### config.mk
export PLATFORM = sky130hd
export DESIGN_NAME = line_sequencer
export DESIGN_NICKNAME = d
export VERILOG_FILES = /design/src/rtl/line_sequencer.sv
export SDC_FILE = /design/constraint.sdc
export NUM_CORES = 1
export LEC_CHECK = 0
export BUFFER_PORTS_ARGS = -buffer_cell sky130_fd_sc_hd__buf_2
export CAP_MARGIN = 5
export CORE_MARGIN = 4
export CORE_UTILIZATION = 30
export CTS_CLUSTER_SIZE = 40
export DETAILED_ROUTE_END_ITERATION = 12
export HOLD_SLACK_MARGIN = 0.02
export PLACE_DENSITY = 0.54
export SLEW_MARGIN = 20
export SYNTH_ARGS = -nofsm -noshare
export SYNTH_HDL_FRONTEND = slang
export SYNTH_SLANG_ARGS = --single-unit
### constraint.sdc
create_clock -name clk -period 9.1 [get_ports clk]
set_input_delay 0.455 -clock clk [delete_from_list [all_inputs] [get_ports clk]]
set_output_delay 0.455 -clock clk [all_outputs]
set_load 0.02 [all_outputs]
### src/rtl/line_sequencer.sv
// Drives an external line generator edge by edge to draw 2-4 vertex polylines or closed
// outlines, forwarding its pixels downstream under a valid/ready handshake.
module line_sequencer #(
  parameter bit SKIP_SHARED = 1'b1
) (
  input  logic        clk,
  input  logic        reset,
  input  logic        cmd_valid,
  output logic        cmd_ready,
  input  logic [2:0]  cmd_nverts,
  input  logic        cmd_closed,
  input  logic [47:0] cmd_vx,
  input  logic [47:0] cmd_vy,
  output logic        cmd_error,
  output logic        busy,
  output logic        done,
  output logic        lg_run,
  output logic [11:0] lg_aX,
  output logic [11:0] lg_aY,
  output logic [11:0] lg_bX,
  output logic [11:0] lg_bY,
  output logic        lg_draw_busy,
  output logic        lg_pass_thru_a,
  output logic        lg_pass_thru_b,
  output logic        lg_ena_stop_y,
  output logic [11:0] lg_stop_ypos,
  input  logic        lg_busy,
  input  logic        lg_pixel_data_rdy,
  input  logic        lg_line_complete,
  input  logic [11:0] lg_X,
  input  logic [11:0] lg_Y,
  output logic        pix_valid,
  output logic [11:0] pix_x,
  output logic [11:0] pix_y,
  input  logic        pix_ready
);

  typedef enum logic [2:0] {
    FLUSH = 3'd0,
    IDLE  = 3'd1,
    LOAD  = 3'd2,
    RUN   = 3'd3,
    GAP   = 3'd4,
    EMIT  = 3'd5,
    DONE  = 3'd6
  } state_t;

  state_t      state_r, next_s;
  logic [47:0] vx_r, vy_r;
  logic [2:0]  nverts_r;
  logic        closing_r;
  logic [1:0]  last_e_r;
  logic [1:0]  e_r;
  logic        first_r;
  logic        run_first_r;

  logic        legal_s, closed_s, accept_s;
  logic [2:0]  e_inc_s;
  logic [1:0]  b_idx_s;
  logic [11:0] va_x_s, va_y_s, vb_x_s, vb_y_s;
  logic        closing_edge_s, last_edge_s, drop_run_s, drop_emit_s;

  function automatic logic [11:0] sel12(input logic [47:0] v, input logic [1:0] idx);
    logic [11:0] r;
    case (idx)
      2'd0:    r = v[11:0];
      2'd1:    r = v[23:12];
      2'd2:    r = v[35:24];
      2'd3:    r = v[47:36];
      default: r = 12'd0;
    endcase
    return r;
  endfunction

  assign lg_pass_thru_a = 1'b0;
  assign lg_pass_thru_b = 1'b0;
  assign lg_ena_stop_y  = 1'b0;
  assign lg_stop_ypos   = 12'd0;
  assign cmd_ready      = (state_r == IDLE);

  assign legal_s  = (cmd_nverts >= 3'd2) && (cmd_nverts <= 3'd4);
  assign closed_s = cmd_closed && (cmd_nverts > 3'd2);
  assign accept_s = (state_r == IDLE) && cmd_valid;

  // Endpoint b wraps to V0 on the closing edge.
  assign e_inc_s = {1'b0, e_r} + 3'd1;
  assign b_idx_s = (e_inc_s == nverts_r) ? 2'd0 : e_inc_s[1:0];
  assign va_x_s  = sel12(vx_r, e_r);
  assign va_y_s  = sel12(vy_r, e_r);
  assign vb_x_s  = sel12(vx_r, b_idx_s);
  assign vb_y_s  = sel12(vy_r, b_idx_s);

  assign last_edge_s    = (e_r == last_e_r);
  assign closing_edge_s = closing_r && last_edge_s;
  assign drop_run_s     = SKIP_SHARED && (((e_r != 2'd0) && first_r) ||
                          (closing_edge_s && (lg_X == lg_bX) && (lg_Y == lg_bY)));
  assign drop_emit_s    = SKIP_SHARED && ((e_r != 2'd0) || closing_edge_s);

  // Next-state decode and the combinational pixel/backpressure path.
  always_comb begin
    next_s       = state_r;
    pix_valid    = 1'b0;
    pix_x        = lg_X;
    pix_y        = lg_Y;
    lg_draw_busy = 1'b0;
    case (state_r)
      FLUSH: begin
        if (!lg_busy) next_s = IDLE;
        else          next_s = FLUSH;
      end
      IDLE: begin
        if (cmd_valid && legal_s) next_s = LOAD;
        else                      next_s = IDLE;
      end
      LOAD: begin
        if ((va_x_s == vb_x_s) && (va_y_s == vb_y_s)) next_s = EMIT;
        else                                          next_s = RUN;
      end
      RUN: begin
        pix_valid    = lg_pixel_data_rdy && !drop_run_s;
        lg_draw_busy = pix_valid && !pix_ready;
        // A complete flag still set from the previous edge is visible in the first cycle.
        if (!run_first_r && lg_line_complete) next_s = GAP;
        else                                  next_s = RUN;
      end
      GAP: begin
        if (last_edge_s) next_s = DONE;
        else             next_s = LOAD;
      end
      EMIT: begin
        pix_x     = lg_aX;
        pix_y     = lg_aY;
        pix_valid = !drop_emit_s;
        if (drop_emit_s || pix_ready) begin
          if (last_edge_s) next_s = DONE;
          else             next_s = LOAD;
        end else begin
          next_s = EMIT;
        end
      end
      DONE: begin
        next_s = IDLE;
      end
      default: begin
        next_s = FLUSH;
      end
    endcase
  end

  // State register, command latch, edge bookkeeping and registered generator controls.
  always_ff @(posedge clk) begin
    if (reset) begin
      state_r     <= FLUSH;
      vx_r        <= 48'd0;
      vy_r        <= 48'd0;
      nverts_r    <= 3'd0;
      closing_r   <= 1'b0;
      last_e_r    <= 2'd0;
      e_r         <= 2'd0;
      first_r     <= 1'b0;
      run_first_r <= 1'b0;
      lg_run      <= 1'b0;
      lg_aX       <= 12'd0;
      lg_aY       <= 12'd0;
      lg_bX       <= 12'd0;
      lg_bY       <= 12'd0;
      busy        <= 1'b0;
      done        <= 1'b0;
      cmd_error   <= 1'b0;
    end else begin
      state_r   <= next_s;
      cmd_error <= accept_s && !legal_s;
      done      <= (next_s == DONE);
      lg_run    <= (next_s == RUN);
      case (state_r)
        IDLE: begin
          if (accept_s && legal_s) begin
            vx_r      <= cmd_vx;
            vy_r      <= cmd_vy;
            nverts_r  <= cmd_nverts;
            closing_r <= closed_s;
            last_e_r  <= cmd_nverts[1:0] - 2'd2 + {1'b0, closed_s};
            e_r       <= 2'd0;
            busy      <= 1'b1;
          end
        end
        LOAD: begin
          lg_aX       <= va_x_s;
          lg_aY       <= va_y_s;
          lg_bX       <= vb_x_s;
          lg_bY       <= vb_y_s;
          first_r     <= 1'b1;
          run_first_r <= 1'b1;
        end
        RUN: begin
          run_first_r <= 1'b0;
          if (lg_pixel_data_rdy && !lg_draw_busy) first_r <= 1'b0;
        end
        GAP, EMIT: begin
          if (next_s == LOAD) e_r <= e_r + 2'd1;
        end
        DONE: begin
          busy <= 1'b0;
        end
        default: begin
          busy <= busy;
        end
      endcase
    end
  end

endmodule

After elaboration in Yosys (flattened, before gate mapping)
Cells that the tools add are included.
Storage, ports and cells
  flip-flop bits (word level): 161
  input bits: 131
Cells by class
  add/subtract/negate cells: 4
  order comparisons: 3
  eq/ne operators: 24
  muxes and demuxes: 24
  reduce and logical (&&, ||, !) cells: 36
Operators with widths (number)
  12-bit one-hot mux with 4 select lines: 4
  12-bit equality test: 4
  12-bit 2-to-1 mux: 2
  3-bit one-hot mux with 7 select lines: 1
  1-bit logical AND: 15
  3-bit by 2-bit equality test with 1-bit output, second input constant: 4
  3-bit equality test, second input constant: 4
  3-bit 2-to-1 mux: 4
  2-bit equality test, second input constant: 4
  2-bit 2-to-1 mux: 4
  1-bit one-hot mux with 2 select lines: 4
  2-bit nonzero test: 4
  1-bit logical NOT: 6
  2-bit AND reduction: 3
  2-bit by 1-bit equality test with 1-bit output, second input constant: 2
  2-bit logical NOT: 2
  1-bit 2-to-1 mux: 4
  2-bit != test, second input constant: 2
  2-bit one-hot mux with 2 select lines: 1
  2-bit by 1-bit adder with 3-bit output, second input constant: 1
  3-bit by 1-bit equality test with 1-bit output, second input constant: 1
  3-bit equality test: 1
  3-bit by 2-bit >= comparator with 1-bit output, second input constant: 1
  3-bit by 2-bit greater-than comparator with 1-bit output, second input constant: 1
  10 further kinds: 12

Depth between registers and ports, before layout
  word-level depth: 13
  mapped depth: 17
  depth with buffers taken out: 11

Worst setup path before layout
No wires, ideal clock.
  path type: register to register
  start point: reg e_r[0]
  end point: reg done
  arrival time: 3518 ps
  setup slack: 5510 ps
  stages on the path, launching flop included: 15
  path buffers: 3
  path through: dfxtp_1 > buf_2 > buf_2 > buf_2 > inv_1 > ha_1 > and3b_1 > o211ai_1 > nand2_1 > o211a_1 > a2111o_1 > nor4_1 > nand4_1 > o31ai_2 > nor3b_2
Between the ends
  longest elaborated chain between the ends: 10
  elaborated cells between the ends (all ways): 28
RTL lines
  from (decl): line 53  | logic [1:0] e_r;
  from (signal assigned): line 200  | if (next_s == LOAD) e_r <= e_r + 2'd1;
  2-bit by 1-bit adder with 3-bit output: line 86  | assign e_inc_s = {1'b0, e_r} + 3'd1;
  3-bit equality test: line 87  | assign b_idx_s = (e_inc_s == nverts_r) ? 2'd0 : e_inc_s[1:0];
  2-bit 2-to-1 mux: line 87
  2-bit equality test (tied with other cells): line 65  | case (idx)
  12-bit one-hot mux with 4 select lines: line 65
  12-bit equality test: line 116  | if ((va_x_s == vb_x_s) && (va_y_s == vb_y_s)) next_s = EMIT;
  1-bit logical AND: line 116
  3-bit 2-to-1 mux: line 116
  3-bit one-hot mux with 7 select lines (*): line 106  | case (state_r)
  3-bit equality test (*): line 173  | done <= (next_s == DONE);
  to (signal assigned): line 173
  to (decl): line 16  | output logic done,
Mark *: on every way between the ends. The rest lies on a longest branch, timed or not.
A chain may end at the register's enable or synchronous reset.

Final worst setup path
Ends and elaborated chain as after synthesis.

==> results.rst <==
.. list-table::
   :header-rows: 1

   * - Metric
     - Value
   * - Run status
     - completed
   * - Crit path DAT
     - 4.54 ns
   * - Library cell used as clock root buffer
     - clkbuf_16
   * - Via count of the first global-routing pass
     - approximately 8000
   * - Antenna Nets Post-Route
     - 0
   * - Floorplan die height
     - ~170 µm
   * - Detailed-route wire length on metal 1
     - between 10 and 15 mm
   * - Critical setup path kind
     - reg2reg
   * - Cells traversed along the worst timing path
     - buf_4 > ha_1 > buf_4 > xnor2_4 > a311oi_4 > a222oi_1 > xnor2_1 > or4_1 > o22ai_1 > nand4_1 > o31ai_2 > nor3b_2
   * - CTS tree
     - built
   * - Worst setup EP type
     - flop
   * - Met2 Wirelength
     - ~14 mm
   * - Fraction of layout cells with a size suffix above 1
     - 0.239
   * - Mean instance size in the synthesized netlist
     - 7.79 µm²
   * - Utilization after layout
     - 0.372
   * - Data required time of the worst path
     - 9.45 ns
   * - Leading cell types in the layout, fill and taps excluded
     - 266 x nand2_1, 208 x buf_2, 161 x dfxtp_1
   * - Drt first pass iters
     - 9
   * - Port buffer count
     - 209
   * - DRT Wirelength
     - between 30 and 40 mm
   * - Die width
     - between 150 and 200 µm
   * - DRC violation total after the first TritonRoute iteration
     - roughly 1100
   * - Clock-pin slew on the worst setup and hold paths
     - 0.07 ns
   * - Residual DRC count
     - 0
   * - Skew-Pair Late Insertion Delay
     - roughly 0.43 ns
   * - Overflow left after global routing
     - 0
   * - Share of flip-flops with an asynchronous set or reset
     - 0
   * - Switching pwr
     - ~0.47 mW
   * - Primary flip-flop cell chosen by synthesis mapping
     - dfxtp_1
   * - Total Power Consumption
     - 1.68 mW
   * - Yosys warns
     - 0
   * - Total half-perimeter wirelength after legalization and detailed placement
     - approximately 24 mm
   * - Netlist Area Pre-Place
     - ~0.0083 mm²
   * - Maximum capacitance violations
     - 0
   * - Hold-fix buffer count after cts
     - 0
   * - Minimum clock period after layout
     - between 4 and 5 ns
   * - Inserted Clock Buffers
     - 17
   * - PwrDens
     - ~170 mW/mm²
   * - Hold violation total from the final report
     - 0
   * - Total number of nets in the final design
     - about 1400
   * - First-pass GRT wire length
     - 47.6 mm
   * - Final Skew
     - 0.0182 ns
   * - Fin. max-slew vios
     - 0
   * - Final worst-path cycle share
     - 0.460
   * - Share of total power in combinational logic
     - 0.141
   * - Distinct cell type count after synthesis
     - between 60 and 70
   * - Internal Dissipation
     - between 1 and 1.5 mW
   * - Aggregate negative setup slack
     - 0 ns
   * - Number of instances in the synthesized netlist
     - 1065
   * - Core area
     - between 0.02 and 0.03 mm²
   * - Relative slew margins
     - 0.287
   * - Detailed-routed wire length on met3
     - between 2 and 3 mm
   * - Peak supply drop
     - 78.0 µV
   * - Highest metal layer with signal wires
     - met4
   * - Launching element type of the critical path
     - flop
   * - Starting Density
     - 0.306
   * - EDFF count, synth
     - 0
   * - Antenna Diode Count
     - 0
   * - Biggest fanout along the worst timing path
     - 29
   * - Cell taking the most area after synthesis
     - dfxtp_1
   * - Post-DR wirelength/cell
     - approximately 20 µm
   * - Biggest area contributors in the synthesized netlist
     - dfxtp_1 39%, nand2_1 12%, a21oi_1 9.5%, a222oi_1 4.3%, mux2_2 3.9%
   * - Die Area
     - 0.0304 mm²
   * - Most common cell after layout, fill and taps aside
     - nand2_1
   * - Number of vias in the routed layout
     - between 8000 and 9000
   * - Portion of synthesized cell area occupied by the leading cell type
     - 0.388
   * - Number of rows in the core area
     - 60
   * - Critical path's slowest cell
     - a311oi_4
   * - Post-CTS resize count
     - 0
   * - Vias per std cell
     - around 5.2
   * - Setup repair after global routing missed its margin
     - false
   * - Most used cell, CP
     - buf_4
   * - Area added between synthesis and finish
     - 21.5%
   * - Type of the most critical hold path
     - in2reg
   * - Number of ports placed on the die boundary
     - around 230
   * - Number of setup buffers added after CTS
     - 0
   * - Sequential power share
     - 0.457
   * - Final GP Congestion
     - ~0.99
   * - Highest attainable clock frequency
     - ~240 MHz
   * - LEAKAGE
     - between 3 and 4 nW
   * - Antenna violations before repair
     - 0
   * - Level count of the clock H-tree
     - 4
   * - Transition at the pin with the smallest max-transition slack
     - 1.07 ns
   * - Clock Sinks
     - 161
   * - Slowest stage delay, CP
     - around 0.83 ns
   * - Clock Power Share
     - 0.401
   * - Largest net degree at the start of global routing
     - between 100 and 150
   * - Flop and latch count out of synthesis
     - 161
   * - Clock tree buffer depth
     - 2
   * - Setup violation total in the final timing report
     - 0
   * - Total global routing track utilization
     - 0.201
   * - Net switching share of the total power
     - 0.280
   * - Part of the Yosys area used for sequential elements
     - 0.388
## cell usage after synthesis, types with 10 or more instances
cell type / n
a21oi_1: 158
a222oi_1: 36
a311oi_1: 15
buf_4: 16
clkbuf_1: 64
dfxtp_1: 161
inv_1: 12
mux2_2: 29
mux2i_1: 10
nand2_1: 266
nand3_1: 12
nor2_1: 73
nor3_1: 10
o21ai_0: 22
xnor2_1: 18
xor2_1: 23
## through the flow
stage | worst slack (ns) | area [µm²] | hold WS [ns] | instances
after floorplan | 5.51 | 8350 | 0.437 | 1079
after global placement | 4.99 | 9530 | 0.444 | 1576
after detailed placement | 4.91 | 9530 | 0.453 | 1576
after CTS | 4.88 | 10100 | 0.241 | 1607
after global routing | 4.62 | 10100 | 0.250 | 1607
final | 4.91 | 10100 | 0.255 | 1607
## final cells by class
| class | instances | area [µm²] |
|---|---|---|
| fill | 2964 | 17000 |
| multi-input combinational | 811 | 4670 |
| sequential | 161 | 3220 |
| timing repair buffer | 220 | 1130 |
| tap | 372 | 465 |
| clock buffer | 21 | 460 |
| clock inverter | 10 | 87.6 |
| inverter | 12 | 45.0 |
## layer usage
layer | vias to the layer above | global-route usage
li1 | 4073 | -
met1 | 3880 | 0.285
met2 | 392 | 0.305
met3 | 34 | 0.0513
met4 | 0 | 0.0472
met5 | - | 0
## registers in the layout, indices dropped and copies added (netlist names), 2 cells and up
register and cells:
lg_bY 12, vx_r 48, state_r 3, lg_bX 12, lg_aX 12, nverts_r 3
lg_aY 12, last_e_r 2, vy_r 48, e_r 2
## worst paths after layout
check / startpoint / to / slack (ns) / depth (start not counted)
setup reg to reg: e_r[0] / done / 4.91 / 12
hold / removal: cmd_vy[38] / vy_r[38] / 0.25 / 3
hold reg to reg: run_first_r / run_first_r / 0.46 / 2
setup / recovery: e_r[0] / done / 4.91 / 12
## critical path, delay by kind of cell (launching register included)
family / cells / cell delay (ns)
and+or+nand+nor: 3 / 0.88
DFF: 1 / 0.32
buffers and inverters: 2 / 0.68
adders and majority gates: 1 / 0.20
AOI/OAI and AO/OA: 4 / 1.59
xor gates and xnor gates: 2 / 0.42
## cells by family after synthesis
family                     synth area share
and+or+nand+nor                       0.205
AOI/OAI and AO/OA                     0.243
DFF                                   0.388
buffers and inverters                0.0579
xor gates and xnor gates             0.0466
muxes                                0.0514
adders and majority gates           0.00754
other                              0.000452
## power groups by stage
stage / logic, mW / clock network (mW) / registers, mW
detailed placement: 0.238 / 0 / 0.783
global placement: 0.239 / 0 / 0.783
global route: 0.262 / 0.727 / 0.770
CTS: 0.239 / 0.690 / 0.767
finish: 0.237 / 0.673 / 0.767
floorplan: 0.151 / 0 / 0.775
Power figures use the tool's default switching activity.
